File: src/rtl/mhsa_pkg.sv
// Shared types and defaults for the MHSA host loader.
package mhsa_pkg;
    localparam int MHSA_WIDTH  = 64;
    localparam int MHSA_LENGTH = 4096;

    typedef enum logic [2:0] {IDLE, LOAD, RUN, DRAIN, DONE} loader_state_e;
endpackage

File: src/rtl/mhsa_rd_fifo.sv
// Two-entry read-return FIFO between the SRAM read port and the host result stream.
module mhsa_rd_fifo #(
    parameter int WIDTH = 64
) (
    input  logic             clk,
    input  logic             rst,
    input  logic             i_push,
    input  logic [WIDTH-1:0] i_data,
    input  logic             i_pop,
    output logic [WIDTH-1:0] o_data,
    output logic [1:0]       o_count
);
    logic [WIDTH-1:0] r_mem [2];
    logic             r_wr_ptr;
    logic             r_rd_ptr;
    logic [1:0]       r_count;
    logic             w_pop;

    assign w_pop   = i_pop && (r_count != 2'd0);
    assign o_data  = r_mem[r_rd_ptr];
    assign o_count = r_count;

    always_ff @(posedge clk or posedge rst) begin
        if (rst) begin
            r_mem[0] <= '0;
            r_mem[1] <= '0;
            r_wr_ptr <= 1'b0;
            r_rd_ptr <= 1'b0;
            r_count  <= 2'd0;
        end else begin
            if (i_push) begin
                r_mem[r_wr_ptr] <= i_data;
                r_wr_ptr        <= ~r_wr_ptr;
            end
            if (w_pop) r_rd_ptr <= ~r_rd_ptr;
            r_count <= r_count + {1'b0, i_push} - {1'b0, w_pop};
        end
    end
endmodule

File: src/rtl/mhsa_host_loader.sv
// Host-side LOAD/RUN/DRAIN sequencer owning the unified SRAM bus.
// Optional XOR checksums of both streams: define MHSA_LOADER_CHECKSUM_EN.
module mhsa_host_loader
    import mhsa_pkg::*;
#(
    parameter int WIDTH  = MHSA_WIDTH,
    parameter int LENGTH = MHSA_LENGTH,
    localparam int CW    = $clog2(LENGTH + 1)
) (
    input  logic             clk,
    input  logic             rst,
    input  logic             start,
    input  logic [CW-1:0]    in_words,
    input  logic [CW-1:0]    out_words,
    input  logic [31:0]      input_base,
    input  logic [31:0]      output_base,
    output logic             busy,
    output logic             done,
    input  logic             in_valid,
    output logic             in_ready,
    input  logic [WIDTH-1:0] in_data,
    output logic             out_valid,
    input  logic             out_ready,
    output logic [WIDTH-1:0] out_data,
    output logic             acc_start,
    input  logic             acc_done,
    input  logic             acc_write_en,
    input  logic [31:0]      acc_addr,
    input  logic [WIDTH-1:0] acc_data_in,
    output logic [WIDTH-1:0] acc_data_out,
    output logic             sram_write_en,
    output logic [31:0]      sram_addr,
    output logic [WIDTH-1:0] sram_data_in,
    input  logic [WIDTH-1:0] sram_data_out
`ifdef MHSA_LOADER_CHECKSUM_EN
    ,
    output logic [WIDTH-1:0] in_csum,
    output logic [WIDTH-1:0] out_csum
`endif
);
    loader_state_e    r_state, w_next;
    logic [CW-1:0]    r_in_words, r_out_words, r_loaded, r_issued, r_delivered;
    logic [31:0]      r_in_base, r_out_base, r_addr_hold;
    logic [WIDTH-1:0] r_data_hold;
    logic             r_inflight, r_acc_done_q, r_run_seen;
    logic             w_accept, w_load_hs, w_issue, w_pop, w_acc_rise, w_wr;
    logic [1:0]       w_fifo_count;
    logic [31:0]      w_addr;
    logic [WIDTH-1:0] w_wdata;

    assign w_accept     = (r_state == IDLE) && start;
    assign in_ready     = (r_state == LOAD) && (r_loaded < r_in_words);
    assign w_load_hs    = in_valid && in_ready;
    assign out_valid    = (w_fifo_count != 2'd0);
    assign w_pop        = out_valid && out_ready;
    // Counting a same-cycle pop as a free slot keeps reads back-to-back.
    assign w_issue      = (r_state == DRAIN) && (r_issued < r_out_words) &&
                          (({1'b0, w_fifo_count} + {2'b0, r_inflight} - {2'b0, w_pop}) < 3'd2);
    assign w_acc_rise   = (r_state == RUN) && acc_done && !r_acc_done_q;
    assign acc_start    = (r_state == RUN) && !r_run_seen;
    assign busy         = (r_state != IDLE);
    assign done         = (r_state == DONE);
    assign acc_data_out = sram_data_out;

    mhsa_rd_fifo #(.WIDTH(WIDTH)) u_rd_fifo (
        .clk     (clk),
        .rst     (rst),
        .i_push  (r_inflight),
        .i_data  (sram_data_out),
        .i_pop   (w_pop),
        .o_data  (out_data),
        .o_count (w_fifo_count)
    );

    always_comb begin
        w_wr    = 1'b0;
        w_addr  = r_addr_hold;
        w_wdata = r_data_hold;
        if (w_load_hs) begin
            w_wr    = 1'b1;
            w_addr  = r_in_base + 32'(r_loaded);
            w_wdata = in_data;
        end else if (r_state == RUN) begin
            w_wr    = acc_write_en;
            w_addr  = acc_addr;
            w_wdata = acc_data_in;
        end else if (w_issue) begin
            w_addr  = r_out_base + 32'(r_issued);
        end
    end

    assign sram_write_en = w_wr;
    assign sram_addr     = w_addr;
    assign sram_data_in  = w_wdata;

    always_comb begin
        w_next = r_state;
        case (r_state)
            IDLE:    if (start) w_next = (in_words == '0) ? RUN : LOAD;
            LOAD:    if ((r_loaded == r_in_words) ||
                         (w_load_hs && (r_loaded + CW'(1) == r_in_words))) w_next = RUN;
            RUN:     if (w_acc_rise) w_next = DRAIN;
            DRAIN:   if ((r_delivered == r_out_words) ||
                         (w_pop && (r_delivered + CW'(1) == r_out_words))) w_next = DONE;
            DONE:    w_next = IDLE;
            default: w_next = IDLE;
        endcase
    end

    always_ff @(posedge clk or posedge rst) begin
        if (rst) begin
            r_state      <= IDLE;
            r_in_words   <= '0;
            r_out_words  <= '0;
            r_in_base    <= '0;
            r_out_base   <= '0;
            r_loaded     <= '0;
            r_issued     <= '0;
            r_delivered  <= '0;
            r_addr_hold  <= '0;
            r_data_hold  <= '0;
            r_inflight   <= 1'b0;
            r_acc_done_q <= 1'b0;
            r_run_seen   <= 1'b0;
        end else begin
            r_state      <= w_next;
            r_addr_hold  <= w_addr;
            r_data_hold  <= w_wdata;
            r_inflight   <= w_issue;
            // Cleared outside RUN so a level already high on entry reads as an edge.
            r_acc_done_q <= (r_state == RUN) && acc_done;
            r_run_seen   <= (r_state == RUN);
            if (w_accept) begin
                r_in_words  <= in_words;
                r_out_words <= out_words;
                r_in_base   <= input_base;
                r_out_base  <= output_base;
                r_loaded    <= '0;
                r_issued    <= '0;
                r_delivered <= '0;
            end else begin
                if (w_load_hs) r_loaded    <= r_loaded + CW'(1);
                if (w_issue)   r_issued    <= r_issued + CW'(1);
                if (w_pop)     r_delivered <= r_delivered + CW'(1);
            end
        end
    end

`ifdef MHSA_LOADER_CHECKSUM_EN
    logic [WIDTH-1:0] r_in_csum, r_out_csum;

    always_ff @(posedge clk or posedge rst) begin
        if (rst) begin
            r_in_csum  <= '0;
            r_out_csum <= '0;
        end else if (w_accept) begin
            r_in_csum  <= '0;
            r_out_csum <= '0;
        end else begin
            if (w_load_hs) r_in_csum  <= r_in_csum ^ in_data;
            if (w_pop)     r_out_csum <= r_out_csum ^ out_data;
        end
    end

    assign in_csum  = r_in_csum;
    assign out_csum = r_out_csum;
`endif
endmodule

File: config.mk
export PLATFORM = sky130hd
export DESIGN_NAME = mhsa_host_loader
export DESIGN_NICKNAME = d
export VERILOG_FILES = /design/src/rtl/mhsa_pkg.sv /design/src/rtl/mhsa_rd_fifo.sv /design/src/rtl/mhsa_host_loader.sv
export SDC_FILE = /design/constraint.sdc
export NUM_CORES = 1
export LEC_CHECK = 0
export ABC_AREA = 1
export CAP_MARGIN = 30
export CORE_ASPECT_RATIO = 1.5
export CORE_MARGIN = 10
export CORE_UTILIZATION = 30
export DETAILED_ROUTE_END_ITERATION = 10
export PLACE_DENSITY = 0.53
export SYNTH_ARGS = -nofsm -noshare
export SYNTH_HDL_FRONTEND = slang
export SYNTH_SLANG_ARGS = --single-unit
File: constraint.sdc
create_clock -name clk -period 13.85 [get_ports clk]
set_input_delay 2.77 -clock clk [delete_from_list [all_inputs] [get_ports clk]]
set_output_delay 2.77 -clock clk [all_outputs]
set_load 0.02 [all_outputs]
==> results of run 1 <==
power by group:
group	switching (mW)	internal (mW)	total [mW]
Combinational	2.33	1.49	3.82
Clock	0.480	0.666	1.15
Sequential	0.349	1.59	1.94
state kept, by name, indices dropped and copies added, names as in the netlist:
register            count
r_addr_hold            32
r_out_base             32
r_loaded               13
r_data_hold            64
r_issued               13
r_delivered            13
u_rd_fifo.r_rd_ptr      1
u_rd_fifo.o_count       2
r_state                 3
r_in_words             13
r_out_words            13
r_acc_done_q            1
u_rd_fifo.r_mem       128
r_in_base              32
u_rd_fifo.r_wr_ptr      1
r_inflight              1
r_run_seen              1
kinds of logic after synthesis:
family / count (synthesis) / share of synthesized area
buf+inv: 405 / 0.0908
compound gates: 467 / 0.126
fa+ha+maj: 61 / 0.0395
xor+xnor: 47 / 0.0207
simple gates: 1317 / 0.265
flops: 363 / 0.457
worst max-delay path, cell delays in order:
cell and delay (ns):
clkdlybuf4s50_1 0.40, nand2_1 0.23, inv_1 0.18, ha_1 0.31
inv_1 0.05, ha_1 0.19, fa_1 0.43, nor2_1 0.10
nand3_1 0.10, nor4b_2 0.27, nand2_2 0.07, buf_4 0.30
inv_2 0.50, nand3_1 0.16, nand2_1 0.09, nor2_1 0.04
o21ai_0 0.28, clkdlybuf4s50_1 0.68
per-layer routing:
layer | wire length [microns] | up-vias | track usage
li1 | - | 9390 | -
met1 | 31600 | 9201 | 0.231
met2 | 38800 | 706 | 0.345
met3 | 7200 | 114 | 0.0685
met4 | 1910 | 26 | 0.0547
met5 | 182 | - | 0
final cells by class:
cell class | instances | area, sq um | share of cell area
antenna | 4 | 10.0 | 0.000369
clock buffer | 58 | 1160 | 0.0428
clock inverter | 19 | 230 | 0.00849
inverter | 226 | 861 | 0.0317
multi-input combinational | 1892 | 9010 | 0.332
sequential | 363 | 9080 | 0.335
tap | 877 | 1100 | 0.0405
timing repair buffer | 566 | 5660 | 0.209
layout by cell type, fill, tap and decap left out, drive strengths merged:
master and instances:
a211oi 1, a21boi 3, a21o 6, a21oi 84, a31oi 65, and2 3, and3 1, buf 16
bufinv 4, clkbuf 58, clkdlybuf4s50 550, clkinv 10, clkinvlp 2, dfrtp 363, diode 4, fa 3
ha 58, inv 229, nand2 946, nand3 98, nand3b 1, nand4 36, nor2 195, nor3 28
nor3b 1, nor4 4, nor4b 1, o211ai 8, o21a 2, o21ai 271, o21bai 3, o22ai 21
o31ai 1, o32ai 1, o41ai 1, or2 3, xnor2 22, xor2 25
worst max path at each step:
stage,startpoint,endpoint,slack (ns),cells past startpoint
2_1_floorplan,rst,r_acc_done_q,1.00,1
3_3_place_gp,out_ready,sram_addr[19],4.05,18
3_5_place_dp,out_ready,sram_addr[19],3.89,18
4_1_cts,out_ready,sram_addr[19],3.89,18
5_1_grt,out_ready,sram_addr[19],3.52,18
6_report,out_ready,sram_addr[19],3.90,18
through the flow:
stage / total power, mW / area [sq um] / setup slack (ns) / cells / hold slack (ns)
3_3_place_gp: 5.74 / 25700 / 4.05 / 3923 / 0.465
4_1_cts: 6.99 / 27100 / 3.89 / 4001 / 0.488
6_report: 6.90 / 27100 / 3.90 / 4005 / 0.481
3_5_place_dp: 5.79 / 25700 / 3.89 / 3924 / 0.473
5_1_grt: 7.41 / 27100 / 3.52 / 4003 / 0.499
2_1_floorplan: 4.07 / 19900 / 1.00 / 2660 / 0.453
==> results.md, run 1 <==
* Status: finished, final reports clean
* Post-Syn Area at 19900 sq um
* Clock transition at path regs at 0.06 ns
* R2R Path End: r_addr_hold[19]
* Clock Tree Root: clkbuf_16
* CP Max Fanout at 52
* Leakage at 12.7 nW
* Clk_skew at 0.0386 ns
* Post-Route Setup TNS at 0 ns
* Fmax at 101 MHz
* CP Capture Type: output port
* Setup violations, final at 0
* Power Dens Cells at 255 nW/um^2
* WL per Instance at 19.9 microns
* Hold EP: u_rd_fifo.r_mem[80]
* DRT Wirelength at approximately 80 mm
* Ys flop type: dfrtp_1
* Clock Path Buffers at 3
* Post-CTS Setup Repair Bufs at 0
* Die Area at a little under 80000 sq um
* Most frequent cell after synthesis: nand2_1
* Fillers at slightly below 7000
* Layout Nets at 3473
* IO Count at 551
* Global route overflow at 0
* Synth cell types at 42
* H-tree depth at 2
* Core Region at around 66000 sq um
* Fin crit period at 9.95 ns
* Port Buffers at 550
* CTS tree: done
* CP Launch Type: primary input
* Slack of the worst reg-to-reg path at 9.74 ns
* Max_cap viols at 0
* WHS Path Cells at 2
* Worst slew margin at 0.336
* Ratio of cells with drive above 1 in the final layout at 0.0330
* Gr usage total at 0.200
* Final Util at 0.413
* Antenna viol nets, final at 0
* Worst-Skew Late Latency at about 0.60 ns
* Commonest cells post-synth: nand2_1 (945), dfrtp_1 (363), o21ai_0 (266)
* # DRC at 0
* RSZ-0062 raised after global routing: no
* Setup CP Type: in -> out
* Sink Count at 363
* Die X-Extent at 230 microns
* Via Count at 19437
* Synthesized instance count at about 2700
* Seq/Total Area, Yosys at 0.457
* Worst min-delay path category: reg -> reg
* Asr flop ratio synth at 1.00
* First-pass DRT Iterations at 6
* Largest net degree at the start of global routing at roughly 150
* RR Startpoint: u_rd_fifo.o_count[1]
* Rows at 115
* Number of synthesized flops with an enable pin at 0
* Final hold violations at 0
* Slew @ Worst Pin at 0.996 ns
* Top cell type by total area after synthesis: dfrtp_1
* Drt first-iter violations at 1347
* Post-CTS Hold Buffers at 0
* Total CTS buffers at 42
* Max IR drop VDD at 0.153 mV
* Slew Limit Fails at 0
* Initial antenna violation count at 16
* Vias in the first global route at 19701
* Avg Inst Size Synth at 7.47 sq um
* Hold Crit Start: u_rd_fifo.r_mem[80]
* Via/cell ratio at 4.85
* Cts repair resizes at 0
* DP HPWL at between 60 and 70 mm
* Initial Utilization at 0.303
* Flops & latches, synth at 363
* Ranking of synthesized cells by area: dfrtp_1 (46%), nand2_1 (18%), o21ai_0 (6.7%), inv_1 (4.2%), ha_1 (3.7%)
* Synthesis-to-finish area growth at 36.5%
* Critical path arrival at between 7 and 8 ns
* Synth top area share at 0.457
* Final GP Congestion at about 0.9
* Yosys warning total at 0
* Die H at 335 microns
* R2R depth at 18
* First-pass GRT wire length at 121 mm
* Worst Path Required at about 11 ns
* Synthesized Nets at 3042
* Fin crit share at 0.718
No activity file was read; power rests on OpenSTA's default activity.
==> inputs of run 2 (changes only) <==
Settings changed: PLACE_DENSITY 0.53 to 0.55.
Clock period 13.85 ns to 9.1 ns, I/O delays scaled along.
==> results.md, run 2 (same netlist as run 1, synthesis figures left out) <==
* Leakage at 12.7 nW
* Rows at about 120
* Layout Nets at 3474
* CTS tree: done
* Fin crit period at 7.51 ns
* Fillers at 6753
* Critical path arrival at 5.69 ns
* Clock Path Buffers at 3
* Sink Count at around 360
* Post-CTS Setup Repair Bufs at 0
* Total CTS buffers at 42
* Via/cell ratio at 4.85
* Die X-Extent at 230 microns
* Reg with most FFs: u_rd_fifo.r_mem
* Gr usage total at 0.201
* Post-Route Setup TNS at 0 ns
* Largest register FFs at 128
* WHS Path Cells at 2
* Commonest non-fill, non-tap cell in the layout: nand2_1
* Post-CTS Hold Buffers at 0
* CP Launch Type: primary input
* Clock transition at path regs at around 0.060 ns
* Slack of the worst reg-to-reg path at 5.36 ns
* Clk_skew at 0.0201 ns
* Pre-CTS WS at around 1.6 ns
* Ratio of cells with drive above 1 in the final layout at 0.0336
* Slew @ Worst Pin at 0.868 ns
* Reg area at 9080 sq um
* DRT Wirelength at 80.1 mm
* # DRC at 0
* R2R Path End: r_issued[11]
* Die H at roughly 340 microns
* Core Region at 65600 sq um
* Synthesis-to-finish area growth at 36.6%
* Initial antenna violation count at 16
* Worst min-delay path category: reg -> reg
* PnR worst setup slack at 1.59 ns
* RSZ-0062 raised after global routing: no
* Final Util at 0.414
* Status: finished, final reports clean
* Final hold violations at 0
* Setup violations, final at 0
* Final GP Congestion at 0.923
* Worst-Skew Late Latency at 0.59 ns
* RR Startpoint: u_rd_fifo.o_count[1]
* Largest net degree at the start of global routing at 141
* Hold slack at 0.481 ns
* Max IR drop VDD at 0.211 mV
* Cts repair resizes at 0
* Drt first-iter violations at 1245
* IO Count at 551
* CP Capture Type: output port
* Setup CP Type: in -> out
* Worst Path Required at between 7 and 8 ns
* R2R depth at 17
* Multi-input gate area at 9010 sq um
* Hold Crit Start: r_out_base[0]
* Clock Tree Root: clkbuf_16
* Slew Limit Fails at 0
* Most frequent cells in the layout: nand2_1 (944), clkdlybuf4s50_1 (550), dfrtp_1 (362), o21ai_0 (266), inv_1 (220)
* Vias in the first global route at 19863
* Via Count at 19454
* H-tree depth at 2
* DP HPWL at about 62 mm
* CP Max Fanout at 26
* Die Area at 77100 sq um
* First-pass DRT Iterations at 7
* Worst slew margin at 0.422
* Initial Utilization at 0.303
* Antenna viol nets, final at 0
* Fmax at 133 MHz
* Port Buffers at 550
* WL per Instance at 20.0 microns
* Max_cap viols at 0
* Hold EP: r_out_base[0]
* First-pass GRT wire length at 121 mm
* Biggest regs: u_rd_fifo.r_mem x128, r_data_hold x64
* Global route overflow at 0
* Fin crit share at 0.826
* Power Dens Cells at 386 nW/um^2
==> run 2: metrics by stage <==
stage               power [mW]  cells  instance area (sq um)
CTS                       10.6   4000                  27100
global route              11.3   4004                  27100
floorplan                 6.19   2660                  19900
detailed placement        8.82   3925                  25800
global placement          8.73   3923                  25700
finish                    10.5   4008                  27100
==> run 2: worst max-delay path: stages <==
cell and delay (ns):
clkdlybuf4s50_1 0.40, nand2_1 0.23, inv_1 0.18, ha_1 0.31
inv_1 0.05, ha_1 0.19, fa_1 0.43, nor2_1 0.09
nand3_1 0.09, nor4b_2 0.25, nand2_2 0.09, inv_2 0.39
nand3_1 0.16, nand2_1 0.09, nor2_1 0.04, o21ai_0 0.21
clkdlybuf4s50_1 0.66
==> run 2: layout make-up <==
class,instances,area share
Multi-Input combinational cell,1892,0.332
Sequential cell,363,0.335
Antenna cell,8,0.000737
Timing Repair Buffer,567,0.210
Clock buffer,60,0.0453
Tap cell,877,0.0404
Clock inverter,15,0.00516
Inverter,226,0.0315
==> run 2: worst max path at each step <==
stage / start / endpoint / slack [ns] / cells past startpoint
floorplan: rst / r_acc_done_q / 2.41 / 1
global placement: out_ready / sram_addr[19] / 1.64 / 17
detailed placement: out_ready / sram_addr[19] / 1.55 / 17
CTS: out_ready / sram_addr[19] / 1.57 / 17
global route: out_ready / sram_addr[19] / 1.23 / 17
finish: out_ready / sram_addr[19] / 1.59 / 17
==> run 2: where the power goes <==
part / switching (mW) / total [mW] / internal, mW / leakage (nW)
logic: 3.55 / 5.82 / 2.28 / 7.59
clock network: 0.725 / 1.72 / 0.998 / 0.685
registers: 0.528 / 2.94 / 2.42 / 4.41
==> run 2: routing by layer <==
layer / track usage / routed length (microns) / up-vias
met3: 0.0735 / 7290 / 129
met1: 0.227 / 31300 / 9173
met2: 0.342 / 38500 / 727
met4: 0.0764 / 2840 / 18
li1: - / - / 9407
met5: 0 / 135 / -
